===== src/rtl/pipe_pkg.sv =====
// pipe_pkg: shared stage indices, controller state type and width helper for pipe_ctrl
package pipe_pkg;
  localparam int STG_PC  = 0;
  localparam int STG_IF  = 1;
  localparam int STG_ID  = 2;
  localparam int STG_EX  = 3;
  localparam int STG_MEM = 4;
  localparam int STG_WB  = 5;
  typedef enum logic {IDLE, FLUSH} ctrl_state_e;
  function automatic int clog2s(input int n);
    return (n > 1) ? $clog2(n) : 1;
  endfunction
endpackage


===== src/rtl/stall_prio_mask.sv =====
// stall_prio_mask: highest-set-bit encoder over req_i[N-1:1] giving thermometer mask_o[i:0] and index idx_o
module stall_prio_mask
  import pipe_pkg::*;
#(
  parameter int N = 6,
  localparam int W = clog2s(N)
) (
  input  logic [N-1:0] req_i,
  output logic [N-1:0] mask_o,
  output logic [W-1:0] idx_o
);
  logic unused_req0;
  assign unused_req0 = req_i[STG_PC];
  always_comb begin
    mask_o = '0;
    idx_o  = '0;
    for (int i = STG_IF; i < N; i++)
      if (req_i[i]) begin
        mask_o = {N{1'b1}} >> (N - 1 - i);
        idx_o  = W'(i);
      end
  end
endmodule


===== src/rtl/pipe_ctrl.sv =====
// pipe_ctrl: pipeline stall/flush controller; ports clk, rst, stallreq, excp_req, excp_target -> stall, stall_src, flush, new_pc, wdt_err; optional watchdog under PIPE_STALL_WDT_EN
module pipe_ctrl
  import pipe_pkg::*;
#(
  parameter int NSTAGE    = 6,
  parameter int ADDR_W    = 32,
  parameter int FLUSH_CYC = 1,
  parameter int WDT_LIMIT = 1024
) (
  input  logic                        clk,
  input  logic                        rst,
  input  logic [NSTAGE-1:0]           stallreq,
  input  logic                        excp_req,
  input  logic [ADDR_W-1:0]           excp_target,
  output logic [NSTAGE-1:0]           stall,
  output logic [clog2s(NSTAGE)-1:0]   stall_src,
  output logic                        flush,
  output logic [ADDR_W-1:0]           new_pc,
  output logic                        wdt_err
);
  localparam int SW = clog2s(NSTAGE);
  localparam int CW = clog2s(FLUSH_CYC + 1);
  localparam logic [CW-1:0] CNT_START = CW'(FLUSH_CYC - 1);
  ctrl_state_e       state_q, state_d;
  logic [CW-1:0]     cnt_q, cnt_d;
  logic [ADDR_W-1:0] tgt_q, tgt_d;
  logic [NSTAGE-1:0] mask;
  logic [SW-1:0]     idx;
  stall_prio_mask #(.N(NSTAGE)) u_prio (
    .req_i  (stallreq),
    .mask_o (mask),
    .idx_o  (idx)
  );
  always_ff @(posedge clk)
    if (rst) begin
      state_q <= IDLE;
      cnt_q   <= '0;
      tgt_q   <= '0;
    end else begin
      state_q <= state_d;
      cnt_q   <= cnt_d;
      tgt_q   <= tgt_d;
    end
  // a fresh request always restarts the window, so the latest target wins
  always_comb begin
    state_d = state_q;
    cnt_d   = cnt_q;
    tgt_d   = tgt_q;
    if (excp_req) begin
      state_d = FLUSH;
      cnt_d   = CNT_START;
      tgt_d   = excp_target;
    end else if (state_q == FLUSH) begin
      state_d = (cnt_q == '0) ? IDLE : FLUSH;
      cnt_d   = (cnt_q == '0) ? '0 : cnt_q - CW'(1);
    end
  end
  assign flush     = (state_q == FLUSH);
  assign new_pc    = tgt_q;
  assign stall     = (rst || flush) ? '0 : mask;
  assign stall_src = (rst || flush) ? '0 : idx;
`ifdef PIPE_STALL_WDT_EN
  localparam int WW = clog2s(WDT_LIMIT + 1);
  localparam logic [WW-1:0] WLIM = WW'(WDT_LIMIT);
  logic [WW-1:0] wcnt_q, wcnt_d;
  logic          werr_q, werr_d;
  always_comb begin
    wcnt_d = (stall == '0) ? '0 : ((wcnt_q == WLIM) ? wcnt_q : wcnt_q + WW'(1));
    werr_d = werr_q | (wcnt_d == WLIM);
  end
  always_ff @(posedge clk)
    if (rst) begin
      wcnt_q <= '0;
      werr_q <= 1'b0;
    end else begin
      wcnt_q <= wcnt_d;
      werr_q <= werr_d;
    end
  assign wdt_err = werr_q;
`else
  localparam int unused_wdt_limit = WDT_LIMIT;
  assign wdt_err = 1'b0;
`endif
endmodule


===== config.mk =====
export PLATFORM = sky130hd
export DESIGN_NAME = pipe_ctrl
export DESIGN_NICKNAME = d
export VERILOG_FILES = /design/src/rtl/pipe_pkg.sv /design/src/rtl/stall_prio_mask.sv /design/src/rtl/pipe_ctrl.sv
export SDC_FILE = /design/constraint.sdc
export NUM_CORES = 1
export LEC_CHECK = 0
export ABC_AREA = 1
export BUFFER_PORTS_ARGS = -buffer_cell sky130_fd_sc_hd__buf_2
export CAP_MARGIN = 20
export CORE_MARGIN = 2
export CORE_UTILIZATION = 30
export CTS_BUF_LIST = sky130_fd_sc_hd__clkbuf_4 sky130_fd_sc_hd__clkbuf_8
export CTS_CLUSTER_SIZE = 8
export DETAILED_ROUTE_END_ITERATION = 12
export PLACE_DENSITY = 0.64
export SLEW_MARGIN = 40
export SYNTH_ARGS = -nofsm -noshare
export SYNTH_HDL_FRONTEND = slang
export SYNTH_SLANG_ARGS = --single-unit

===== constraint.sdc =====
create_clock -name clk -period 1.2 [get_ports clk]
set_input_delay 0.06 -clock clk [delete_from_list [all_inputs] [get_ports clk]]
set_output_delay 0.06 -clock clk [all_outputs]
set_load 0.005 [all_outputs]

* Word-level counts from Yosys, hierarchy flattened *
Index checks and enable logic that the tools add are counted.

word-level totals
  register bits = 34
  latch bits = 0
  RAM bits = 0
  ROM bits = 0
  input bits = 41
  output and inout port bits = 43
  word-level logic and storage cells = 22
  memories = 0

cells by class
  add/subtract/negate cells = 1
  multipliers = 0
  divide/modulo/power cells = 0
  magnitude comparators = 0
  eq/ne operators = 0
  shift operators = 0
  mux-type cells = 16
  bitwise operators = 0
  reduce and logical (&&, ||, !) cells = 2

operators by type and width
  kind                   number
  $mux W3                4
  $mux W6                2
  $mux W2                3
  $mux W1                5
  $mux W5                1
  $mux W4                1
  $reduce_or A2 Y1       1
  $logic_or A1 B1 Y1     1
  $sub A1 B1 Y1 const B  1

* Depth between registers and ports, before layout *
  word-level depth = 6
  mapped depth = 5
  gate-level depth less buffers = 5

* By module *
Synthesis repeated with hierarchy kept, for this count alone.

second synthesis, totals
  cells, all modules = 246
  area total of the unflattened synthesis = 1,531.5 um^2

by module, submodules not included
  module           instances  cells an instance  area each (um^2)  seq. area each (um^2)
  pipe_ctrl        1          228                1,442.6           660.6
  stall_prio_mask  1          18                 88.8              0.0

* Worst setup path before layout *
OpenSTA, ideal clock, no wires.

  path kind = flip-flop to output port
  from = register state_q, in the netlist flush
  to = output port stall[1]
  arrival time = 879 ps
  data required time = 1,140 ps
  setup slack = 261 ps
  cell stages (with the launch flop) = 5
  buffers on the path = 1
  cell sequence = dfxtp_1 -> nor2_1 -> o21ai_0 -> nand3_1 -> buf_4

on the way
  cells in the longest elaborated chain, start to end = 2

ends and longest elaborated chain
  what                    line             RTL
  start, declared         pipe_ctrl.sv:24  ctrl_state_e state_q, state_d;
  start signal, assigned  pipe_ctrl.sv:40  state_q <= state_d;
  $logic_or A1 B1 Y1      pipe_ctrl.sv:60  assign stall = (rst || flush) ? '0 : mask;
  $mux W6                 pipe_ctrl.sv:60
  end, declared           pipe_ctrl.sv:15  output logic [NSTAGE-1:0] stall,

Every way passes these cells.

* Worst setup path after layout *
  from = register state_q, in the netlist flush
  to = output port stall[0]

The elaborated chain is that of the path after synthesis.

==> impl_metrics.env <==
export IMPL_cts_max_level=2
export IMPL_path_clk_slew_ps=60
export IMPL_seqCellArea_um2=662
export IMPL_setup_viol=0
export IMPL_wl_per_cell_um=10.5
export IMPL_endpoint_kind="output port"
export IMPL_synthAdderAreaFrac_pct=0
export IMPL_cp_max_fo=4
export IMPL_cp_required_ps=1140
export IMPL_synth_top_cell_area_share_pct=51.9
export IMPL_place_ws_ps=233
export IMPL_hold_path_class="in -> reg"
export IMPL_synth_compound_area_share_pct=13.5
export IMPL_synth_edff_count=0
export IMPL_yosys_area_share_simple_pct=24.4
export IMPL_synth_area_leaders="dfxtp_1, nor2_1, o21ai_0, o21ai_1, buf_4"
export IMPL_rr_worst_depth=2
export IMPL_worst_setup_path_start_kind="flip-flop"
export IMPL_ys_flop_type="dfxtp_1"
export IMPL_final_hold_violation_count=0
export IMPL_coreArea_mm2=0.00406
export IMPL_drive_gt1_share_pct=39.5
export IMPL_tns_ps=0
export IMPL_critPathKind="reg -> out"
export IMPL_rsz0062_at_grt="false"
export IMPL_ir_drop_mv=0.627
export IMPL_synth_seq_cells=33
export IMPL_fmax_ghz=0.915
export IMPL_syn_area_mm2=0.00127
export IMPL_grt_max_degree=27
export IMPL_outcome="finished, final reports clean"
export IMPL_reg2reg_setup_slack_ps=570
export IMPL_ant_nets=0
export IMPL_avgViaCountPerCell=4.33
export IMPL_synth_seq_area_share_pct=51.9
export IMPL_syn_avg_cell_area_um2=7.58
export IMPL_syn_num_nets=209
export IMPL_clkLatencyLatePin_ps=270
export IMPL_antenna_cells=0
export IMPL_synth_commonest_cells="nor2_1, dfxtp_1, o21ai_0"
export IMPL_die_area_mm2=0.00478
export IMPL_clockBufferDepth=2
export IMPL_worst_slack_ps=107
export IMPL_finalCritPeriodShare_pct=91.1
export IMPL_synth_xor_area_share_pct=0
export IMPL_grtUsageTotal_pct=14.3
export IMPL_p_leak_uw=0.00101
export IMPL_final_area_mm2=0.00189
export IMPL_grt_pass1_vias=1240
export IMPL_dpl_hpwl_mm=2.19
export IMPL_min_from="excp_target[19]"
export IMPL_cts_tree="built"
export IMPL_placed_cell_area_mm2=0.00169
export IMPL_drc=0
export IMPL_fin_worst_skew_ps=0
export IMPL_die_w_um=69.2
export IMPL_nets=300
export IMPL_power_per_cell_area_mw_per_mm2=1240
export IMPL_rows=23
export IMPL_hold_path_end="new_pc[19]$_SDFFE_PP0P_"
export IMPL_io_pins=84
export IMPL_vias=1335
export IMPL_yosys_area_top_type="dfxtp_1"
export IMPL_gp_congestion=0.821
export IMPL_grt_pass1_wl_mm=5.57
export IMPL_ys_types=14
export IMPL_yosys_warnings=0
export IMPL_drt_iter0_markers=32
export IMPL_root_buffer="clkbuf_8"
export IMPL_nFillCells=425
export IMPL_synth_cells=168
export IMPL_grt_antenna_before_repair=0
export IMPL_cts_made_buffers=5
export IMPL_drt_total_wl_mm=3.23
export IMPL_numPortBuffers=81
export IMPL_fp_dieH_um=69.2
export IMPL_syn2layout_area_growth_pct=48.3
export IMPL_maxSlewViolCount=0
export IMPL_holdWs_ps=11.5
export IMPL_initial_core_util_pct=31.4
export IMPL_cts_sinks=33
export IMPL_multiInputGateArea_um2=499
export IMPL_overflow=0
export IMPL_reg2reg_to="new_pc[3]$_SDFFE_PP0P_"
export IMPL_yosysMostFrequentCell="nor2_1"
export IMPL_synth_top_family_by_area="simple AND/OR/NAND/NOR gates"
export IMPL_whs_path_depth=3
export IMPL_worst_ep_arrival_time_ps=1030
export IMPL_synth_mux_area_share_pct=0
export IMPL_period_needed_ps=1090
export IMPL_synthArstFlopShare_pct=0
export IMPL_drv_cap=0
export IMPL_total_power_uw=2340
export IMPL_r2r_start="new_pc[3]$_SDFFE_PP0P_"
export IMPL_drt_pass1_iterations=4
report_power, final:
part / leakage, uW / internal, uW / switching (uW) / total (uW)
logic: 0.000694 / 199 / 186 / 385
registers: 0.000275 / 1170 / 34.9 / 1210
clock network: 0.0000399 / 381 / 362 / 742
placed cells by master (no fill, tap or decap):
master         instances
o21ai_1               11
o21ai_2                1
dfxtp_2                1
dfxtp_1               32
conb_1                 1
nand3_1                1
nor2_4                 1
buf_12                 1
buf_2                 81
nor2_1                61
nand2_1               10
dlygate4sd3_1         11
nor2_2                 6
a31oi_1                1
clkinv_2               1
clkbuf_8               5
buf_4                  3
inv_1                  7
o21ai_0               21
inv_2                  2
metrics by stage:
stage	util (%)	std cells
6_report	46.6	308
5_1_grt	46.6	308
4_1_cts	46.3	308
3_5_place_dp	41.7	291
3_3_place_gp	41.7	291
2_1_floorplan	-	168
worst max-delay path by stage:
stage | from | to | cells past startpoint
after detailed placement | flush$_SDFF_PP0_ | stall[0] | 4
after floorplan | flush$_SDFF_PP0_ | stall[1] | 4
after CTS | flush$_SDFF_PP0_ | stall[0] | 4
final | flush$_SDFF_PP0_ | stall[0] | 4
after global placement | flush$_SDFF_PP0_ | stall[0] | 4
after global routing | flush$_SDFF_PP0_ | stall_src[0] | 6
state kept, by name, indices dropped and copies added, names as in the netlist:
signal  flops
flush       1
new_pc     32
cell type report:
class,count,share of cell area (%)
tap,50,3.31
timing repair buffer,96,29.5
multi-input combinational,114,26.4
sequential,33,35.0
clock inverter,1,0.265
inverter,9,1.79
clock buffer,5,3.64
routing by layer:
layer  global-route usage [%]  part of all wire [%]  up-vias
li1                         -                     -      701
met1                     16.9                    43      572
met2                     23.5                    47       57
met3                     5.85                   8.9        5
met4                     4.58                  0.93        0
met5                        0                     0        -
worst max-delay path: stages (launching register included):
cell     delay [ps]
dfxtp_2         340
nor2_4          110
nand2_1          90
nand3_1         100
buf_2           120
cell families (layout without fill, tap and decap cells):
logic type / Yosys count / after routing
AOI/OAI and AO/OA: 34 / 34
and+or+nand+nor: 79 / 79
buffers and inverters: 21 / 111
other: 1 / 1
DFF: 33 / 33
timing repair:
item                       in CTS  in global routing
hold endpoints to repair       11                  0
setup endpoints to repair       4                  5
hold buffers                   11                  0
pin swaps                       0                  1
buffers inserted                0                  0
resized for setup               2                  4
Note: power is estimated with default switching activity, not from simulation.
